### config.mk
export PLATFORM = sky130hd
export DESIGN_NAME = id_ex_stage
export DESIGN_NICKNAME = d
export VERILOG_FILES = /design/src/rtl/id_ex_stage.sv
export SDC_FILE = /design/constraint.sdc
export NUM_CORES = 1
export LEC_CHECK = 0
export ABC_AREA = 0
export ABC_CLOCK_PERIOD_IN_PS = 3830
export CAP_MARGIN = 5
export CORE_MARGIN = 2
export CORE_UTILIZATION = 28
export CTS_CLUSTER_DIAMETER = 200
export DETAILED_ROUTE_END_ITERATION = 10
export GPL_ROUTABILITY_DRIVEN = 0
export GPL_TIMING_DRIVEN = 1
export MAX_ROUTING_LAYER = met4
export SLEW_MARGIN = 30
export SYNTH_ARGS = -nofsm -noshare
export SYNTH_HDL_FRONTEND = slang
export SYNTH_SLANG_ARGS = --single-unit
export TNS_END_PERCENT = 10
### constraint.sdc
create_clock -name clk_i -period 3.83 [get_ports clk_i]
set_clock_uncertainty 0.15 [all_clocks]
set_input_delay 0.383 -clock clk_i [delete_from_list [all_inputs] [get_ports clk_i]]
set_output_delay 0.383 -clock clk_i [all_outputs]
set_load 0.02 [all_outputs]
### src/rtl/id_ex_stage.sv
// ID/EX pipeline register feeding the ALU.
// Holds the decoded instruction for one cycle, forwards operands from EX/MEM
// and MEM/WB, selects the immediate and detects load-use hazards.
//
// Stage control: the stage loads every cycle unless held. flush_i loads a
// bubble and overrides stall_i. stall_i holds the current contents. A detected
// load-use hazard, or valid_i=0, loads a bubble. A bubble carries alu_ctrl=add
// with zero operands, so the ALU never sees an undefined op.
module id_ex_stage #(
  parameter int XLEN  = 32,
  parameter int RADDR = 5
) (
  input  logic             clk_i,
  input  logic             rst_n_i,
  input  logic             valid_i,
  input  logic [RADDR-1:0] rs1_addr_i,
  input  logic [RADDR-1:0] rs2_addr_i,
  input  logic [RADDR-1:0] rd_addr_i,
  input  logic [XLEN-1:0]  rs1_data_i,
  input  logic [XLEN-1:0]  rs2_data_i,
  input  logic [XLEN-1:0]  imm_i,
  input  logic             alu_src_i,
  input  logic [2:0]       alu_ctrl_i,
  input  logic             reg_write_i,
  input  logic             mem_read_i,
  input  logic             mem_write_i,
  input  logic             stall_i,
  input  logic             flush_i,
  input  logic [RADDR-1:0] exmem_rd_i,
  input  logic             exmem_we_i,
  input  logic [XLEN-1:0]  exmem_data_i,
  input  logic [RADDR-1:0] memwb_rd_i,
  input  logic             memwb_we_i,
  input  logic [XLEN-1:0]  memwb_data_i,
  output logic [XLEN-1:0]  data1_o,
  output logic [XLEN-1:0]  data2_o,
  output logic [2:0]       alu_ctrl_o,
  output logic [XLEN-1:0]  store_data_o,
  output logic [RADDR-1:0] rd_addr_o,
  output logic             reg_write_o,
  output logic             mem_read_o,
  output logic             mem_write_o,
  output logic             valid_o,
  output logic             hazard_o
);

  typedef struct packed {
    logic             valid;
    logic [RADDR-1:0] rs1;
    logic [RADDR-1:0] rs2;
    logic [RADDR-1:0] rd;
    logic [XLEN-1:0]  rs1_data;
    logic [XLEN-1:0]  rs2_data;
    logic [XLEN-1:0]  imm;
    logic             alu_src;
    logic [2:0]       alu_ctrl;
    logic             reg_write;
    logic             mem_read;
    logic             mem_write;
  } stage_t;

  localparam stage_t BUBBLE = '{
    valid: 1'b0, rs1: '0, rs2: '0, rd: '0,
    rs1_data: '0, rs2_data: '0, imm: '0,
    alu_src: 1'b0, alu_ctrl: 3'b001,
    reg_write: 1'b0, mem_read: 1'b0, mem_write: 1'b0
  };

  stage_t q;
  stage_t d;
  logic [XLEN-1:0] fwd_a;
  logic [XLEN-1:0] fwd_b;

  // Load-use: the registered load writes a register the decode slot reads.
  assign hazard_o = valid_i & q.valid & q.mem_read & (q.rd != '0) &
                    ((q.rd == rs1_addr_i) | (q.rd == rs2_addr_i));

  // Next stage contents: bubble on flush, hazard or empty decode slot.
  always_comb begin
    d = BUBBLE;
    if (!flush_i && !hazard_o && valid_i) begin
      d.valid     = 1'b1;
      d.rs1       = rs1_addr_i;
      d.rs2       = rs2_addr_i;
      d.rd        = rd_addr_i;
      d.rs1_data  = rs1_data_i;
      d.rs2_data  = rs2_data_i;
      d.imm       = imm_i;
      d.alu_src   = alu_src_i;
      d.alu_ctrl  = alu_ctrl_i;
      d.reg_write = reg_write_i;
      d.mem_read  = mem_read_i;
      d.mem_write = mem_write_i;
    end
  end

  // Stage register; stall holds unless a flush overrides it.
  always_ff @(posedge clk_i or negedge rst_n_i) begin
    if (!rst_n_i) begin
      q <= BUBBLE;
    end else if (flush_i || !stall_i) begin
      q <= d;
    end
  end

  // Operand forwarding; EX/MEM is newer so it wins, and x0 never forwards.
  always_comb begin
    fwd_a = q.rs1_data;
    if (exmem_we_i && (exmem_rd_i != '0) && (exmem_rd_i == q.rs1)) begin
      fwd_a = exmem_data_i;
    end else if (memwb_we_i && (memwb_rd_i != '0) && (memwb_rd_i == q.rs1)) begin
      fwd_a = memwb_data_i;
    end
    fwd_b = q.rs2_data;
    if (exmem_we_i && (exmem_rd_i != '0) && (exmem_rd_i == q.rs2)) begin
      fwd_b = exmem_data_i;
    end else if (memwb_we_i && (memwb_rd_i != '0) && (memwb_rd_i == q.rs2)) begin
      fwd_b = memwb_data_i;
    end
  end

  assign data1_o      = fwd_a;
  assign data2_o      = q.alu_src ? q.imm : fwd_b;
  assign store_data_o = fwd_b;
  assign alu_ctrl_o   = q.alu_ctrl;
  assign rd_addr_o    = q.rd;
  assign reg_write_o  = q.reg_write;
  assign mem_read_o   = q.mem_read;
  assign mem_write_o  = q.mem_write;
  assign valid_o      = q.valid;

endmodule

==> results.md <==
- Cell internal power was estimated by the tool at 0.002641 W.
- Of the cells placed in the final design, the portion with a size suffix greater than 1 is 9.833%.
- The share of Yosys cell area claimed by the top area cell type is 45.19%.
- The total area inside the core boundary comes to 22,780 sq um.
- Wires add up to 28,260 um.
- The most frequently used cell type in the post-synthesis netlist is sky130_fd_sc_hd__dfrtp_1.
- The synthesized area is 6534 sq um.
- The minimum period implied by the final worst setup slack is 3788 ps.
- Once detailed placement completed, the half-perimeter wirelength came to 20,660 um.
- The type of the worst min-delay path is in2reg.
- The total negative slack for setup checks is 0 ps.
- The end of the worst register-to-register path is q[27].
- TritonCTS built the clock tree.
- The transition time at the pin with the least slew margin is 870.3 ps.
- The routing layer with the top usage in global route is met2.
- The worst setup path is launched from an input port.
- The number of synthesized flops with an enable pin is 0.
- Static timing analysis puts the maximum clock frequency at 0.2640 GHz.
- The CTS buffer count is 17.
- The flow ran to the end, and the final reports show no timing, DRC or antenna violations.
- Sorting the synthesized cells by area gives the leading types as sky130_fd_sc_hd__dfrtp_1, sky130_fd_sc_hd__a22o_1, sky130_fd_sc_hd__mux2i_1.
- The clock share of power is 41.6%.
- Once layout is complete, the cells apart from fillers number 1,274.
- The number of warnings printed during yosys synthesis is 0.
- The number of antenna-violating nets in the routed design is 0.
- The post-route cell area is 10,670 sq um.
- In this run the static leakage power is 4.704 nW.
- The endpoint class of the critical path is an output port.
- The ratio of final minimum period to clock period is 98.91%.
- The worst register-to-register path begins at rd_addr_o[0].
- The largest net degree at the start of global routing is 114.
- The via count of the first global-routing pass is 6,551.
- From synthesis to final layout, the design area changed by 63.31%.
- STA puts the critical path data arrival time at 3260 ps.
- The final hold violation count is 0.
- The top-level I/O count is 308.
- For this design the ratio of total power to cell area is 340.7 nW/um^2.
- The horizontal extent of the die is 156.8 um.
- The number of pins with negative max-slew slack in the final report is 0.
- For this block, the initial DRC count from the detailed router was 506.
- Dividing the detail-routed via count by the number of cells gives 5.170.
- Yosys mapped the design onto 37 distinct sky130hd cell types.
- The number of antenna violations at the first check in global routing is 4.
- The global-route congestion overflow total is 0.
- Among all flip-flop cells after synthesis, the most frequent one is sky130_fd_sc_hd__dfrtp_1.
- The worst pin sits at a relative slew slack of 41.98%.
- Of the total power, the share spent switching nets is 27.33%.
- In this run the vertical extent of the chip is 156.8 um.
- The startpoint of the most critical setup path is memwb_rd_i[2].
- The count of input and output buffers is 307.
- The instance area after placement is 9993 sq um.
- The total die area is 24,570 sq um.
- The number of detailed-route iterations in the first pass is 5.
- Counting cells, the worst reg-to-reg path comes to 5.
- Ranked by instance count, the synthesized netlist is headed by sky130_fd_sc_hd__dfrtp_1, sky130_fd_sc_hd__a22o_1, sky130_fd_sc_hd__nor2_1.
- The highest net fanout along the worst path is 25.
- The count of max-cap constraint violations is 0.
- The cell sitting at the root of the clock tree is a sky130_fd_sc_hd__clkbuf_16.
- The met3 usage in global routing is 5.788%.
- The routed length per placed instance is 22.18 um.
- Counting every net in the synthesized netlist gives 857.
- Combinational logic burns 21.3% of the power.
- The clock sink total is 119.
- The H-tree was split into 4 levels.
- The fraction of met2 tracks used by global routing is 33.63%.
- The number of cells after detailed placement is 1,236.
- The starting utilization of the core area is 28.68%.
- The worst hold path begins at alu_ctrl_i[0].
- The required time of the critical path is 3300 ps.
- In this run the deepest clock path goes through 2 buffers.
- The remaining routing DRC violations is 0.
- The hold path endpoint is alu_ctrl_o[0].
- The number of instances in the synthesized netlist is 658.
- The via count is 6,586.
- The synthesized design spends more area on one cell type than any other, namely sky130_fd_sc_hd__dfrtp_1.
- The power spent charging and discharging nets is 0.0009935 W.
- The first-pass GRT wire length is 41,380 um.
- The clock transition time at the flip-flop clock pins of the worst setup and hold paths is 50 ps.
- The row count is 55.
- Global routing consumed, over all layers together, 23.25% of the routing resources.
- The peak ir drop on the vdd network is 0.2207 mV.
- Counting instances, the worst hold path has a depth of 3.
- Sequential elements use 45.60% of the synthesized area.
- The setup check on the worst reg-to-reg path leaves a slack of 1640 ps.
- The average cell area after synthesis is 9.930 sq um.
- Setup repair after global routing could not meet its margin everywhere.
- At the end of the flow, the number of nets in the layout was 1,142.
- The clock network latency to the later pin of the worst-skew pair is 410 ps.
- Setup violations remaining at the end of the flow were counted as 0.
- The routing usage on met1 is 31.66%.
- In this run, synthesis produced a sequential element count of 119.
- The final core utilization is 46.84%.
- The worst setup path is of the in2out kind.
- The share of total power dissipated in sequential elements is 37.1%.
- After synthesis, the share of flip-flops with an asynchronous set or reset is 100.0%.
-- how the worst max path moves through the flow --
| stage | end | slack [ps] | cells after the start |
|---|---|---|---|
| finish | data2_o[7] | 40 | 10 |
| global route | data2_o[12] | -70 | 9 |
| CTS | data2_o[5] | 5 | 9 |
| detailed placement | data2_o[29] | -30 | 8 |
| global placement | data1_o[8] | -100 | 8 |
| floorplan | data2_o[2] | 1080 | 6 |
-- per-layer routing --
layer | wire length (um) | part of all wire, % | up-vias
li1 | - | - | 3041
met1 | 12970 | 46 | 3226
met2 | 12510 | 44 | 277
met3 | 1980 | 7.0 | 42
met4 | 797 | 2.8 | 0
met5 | 0 | 0 | -
-- power by group through the flow --
stage	clock [W]	combinational [W]	sequential (W)
2_1_floorplan	0	0.000307	0.00135
3_3_place_gp	0	0.000770	0.00137
3_5_place_dp	0	0.000772	0.00137
4_1_cts	0.00155	0.000778	0.00135
5_1_grt	0.00161	0.000822	0.00135
6_report	0.00151	0.000774	0.00135
-- critical path: stages --
cell                              delay, ps
sky130_fd_sc_hd__clkdlybuf4s50_1        440
sky130_fd_sc_hd__buf_4                  160
sky130_fd_sc_hd__xnor2_1                140
sky130_fd_sc_hd__nand4_1                200
sky130_fd_sc_hd__buf_4                  280
sky130_fd_sc_hd__or2_2                  340
sky130_fd_sc_hd__buf_12                 170
sky130_fd_sc_hd__a221oi_1               450
sky130_fd_sc_hd__o31ai_1                130
sky130_fd_sc_hd__clkdlybuf4s50_1        560
-- cell families after synthesis --
logic type	after synthesis	share of synthesized area, %
compound gates	221	26.18
xor+xnor	30	4.021
buf+inv	83	5.764
flops	119	45.60
mux	44	6.971
simple gates	161	11.47
-- cell usage in the layout (no fill, tap or decap), types with 15 or more instances in the layout --
cell type and n:
sky130_fd_sc_hd__dfrtp_1 117, sky130_fd_sc_hd__buf_4 24, sky130_fd_sc_hd__nor2_1 76, sky130_fd_sc_hd__dlymetal6s2s_1 19, sky130_fd_sc_hd__and3_1 20, sky130_fd_sc_hd__xnor2_1 25, sky130_fd_sc_hd__a221oi_1 15, sky130_fd_sc_hd__clkdlybuf4s50_1 283
sky130_fd_sc_hd__nand2_1 23, sky130_fd_sc_hd__mux2i_1 32, sky130_fd_sc_hd__a22o_1 117, sky130_fd_sc_hd__clkbuf_16 17, sky130_fd_sc_hd__o31ai_1 20, sky130_fd_sc_hd__a21oi_1 34
-- per-stage QoR --
| step | hold WS (ps) | worst slack [ps] | power (W) |
|---|---|---|---|
| CTS | 331.3 | 5.474 | 0.003674 |
| detailed placement | 327.9 | -29.28 | 0.002140 |
| global route | 348.2 | -71.56 | 0.003782 |
| global placement | 326.6 | -101.0 | 0.002138 |
| floorplan | -62.59 | 1076 | 0.001659 |
| finish | 336.3 | 41.85 | 0.003635 |
-- repair_timing --
item	4_1_cts	5_1_grt
endpoints found under the setup margin	5	35
buffers inserted	0	0
hold buffers	1	0
hold endpoints to repair	87	0
gates resized for setup	6	24
pin swaps	1	4
-- sequential cells by signal, indices dropped and copies added, names as in the netlist --
register and count:
q 107, reg_write_o 1, mem_read_o 1, alu_ctrl_o 3
rd_addr_o 5, mem_write_o 1, valid_o 1
-- area by class of cell --
| class | count | area [sq um] |
|---|---|---|
| clock inverter | 9 | 78.83 |
| tap | 313 | 391.6 |
| sequential | 119 | 2980 |
| clock buffer | 23 | 467.9 |
| multi-input combinational | 456 | 3278 |
| antenna | 5 | 12.51 |
| inverter | 13 | 48.80 |
| fill | 2169 | 12110 |
| timing repair buffer | 336 | 3412 |
Note: power is estimated with default switching activity, not from simulation.
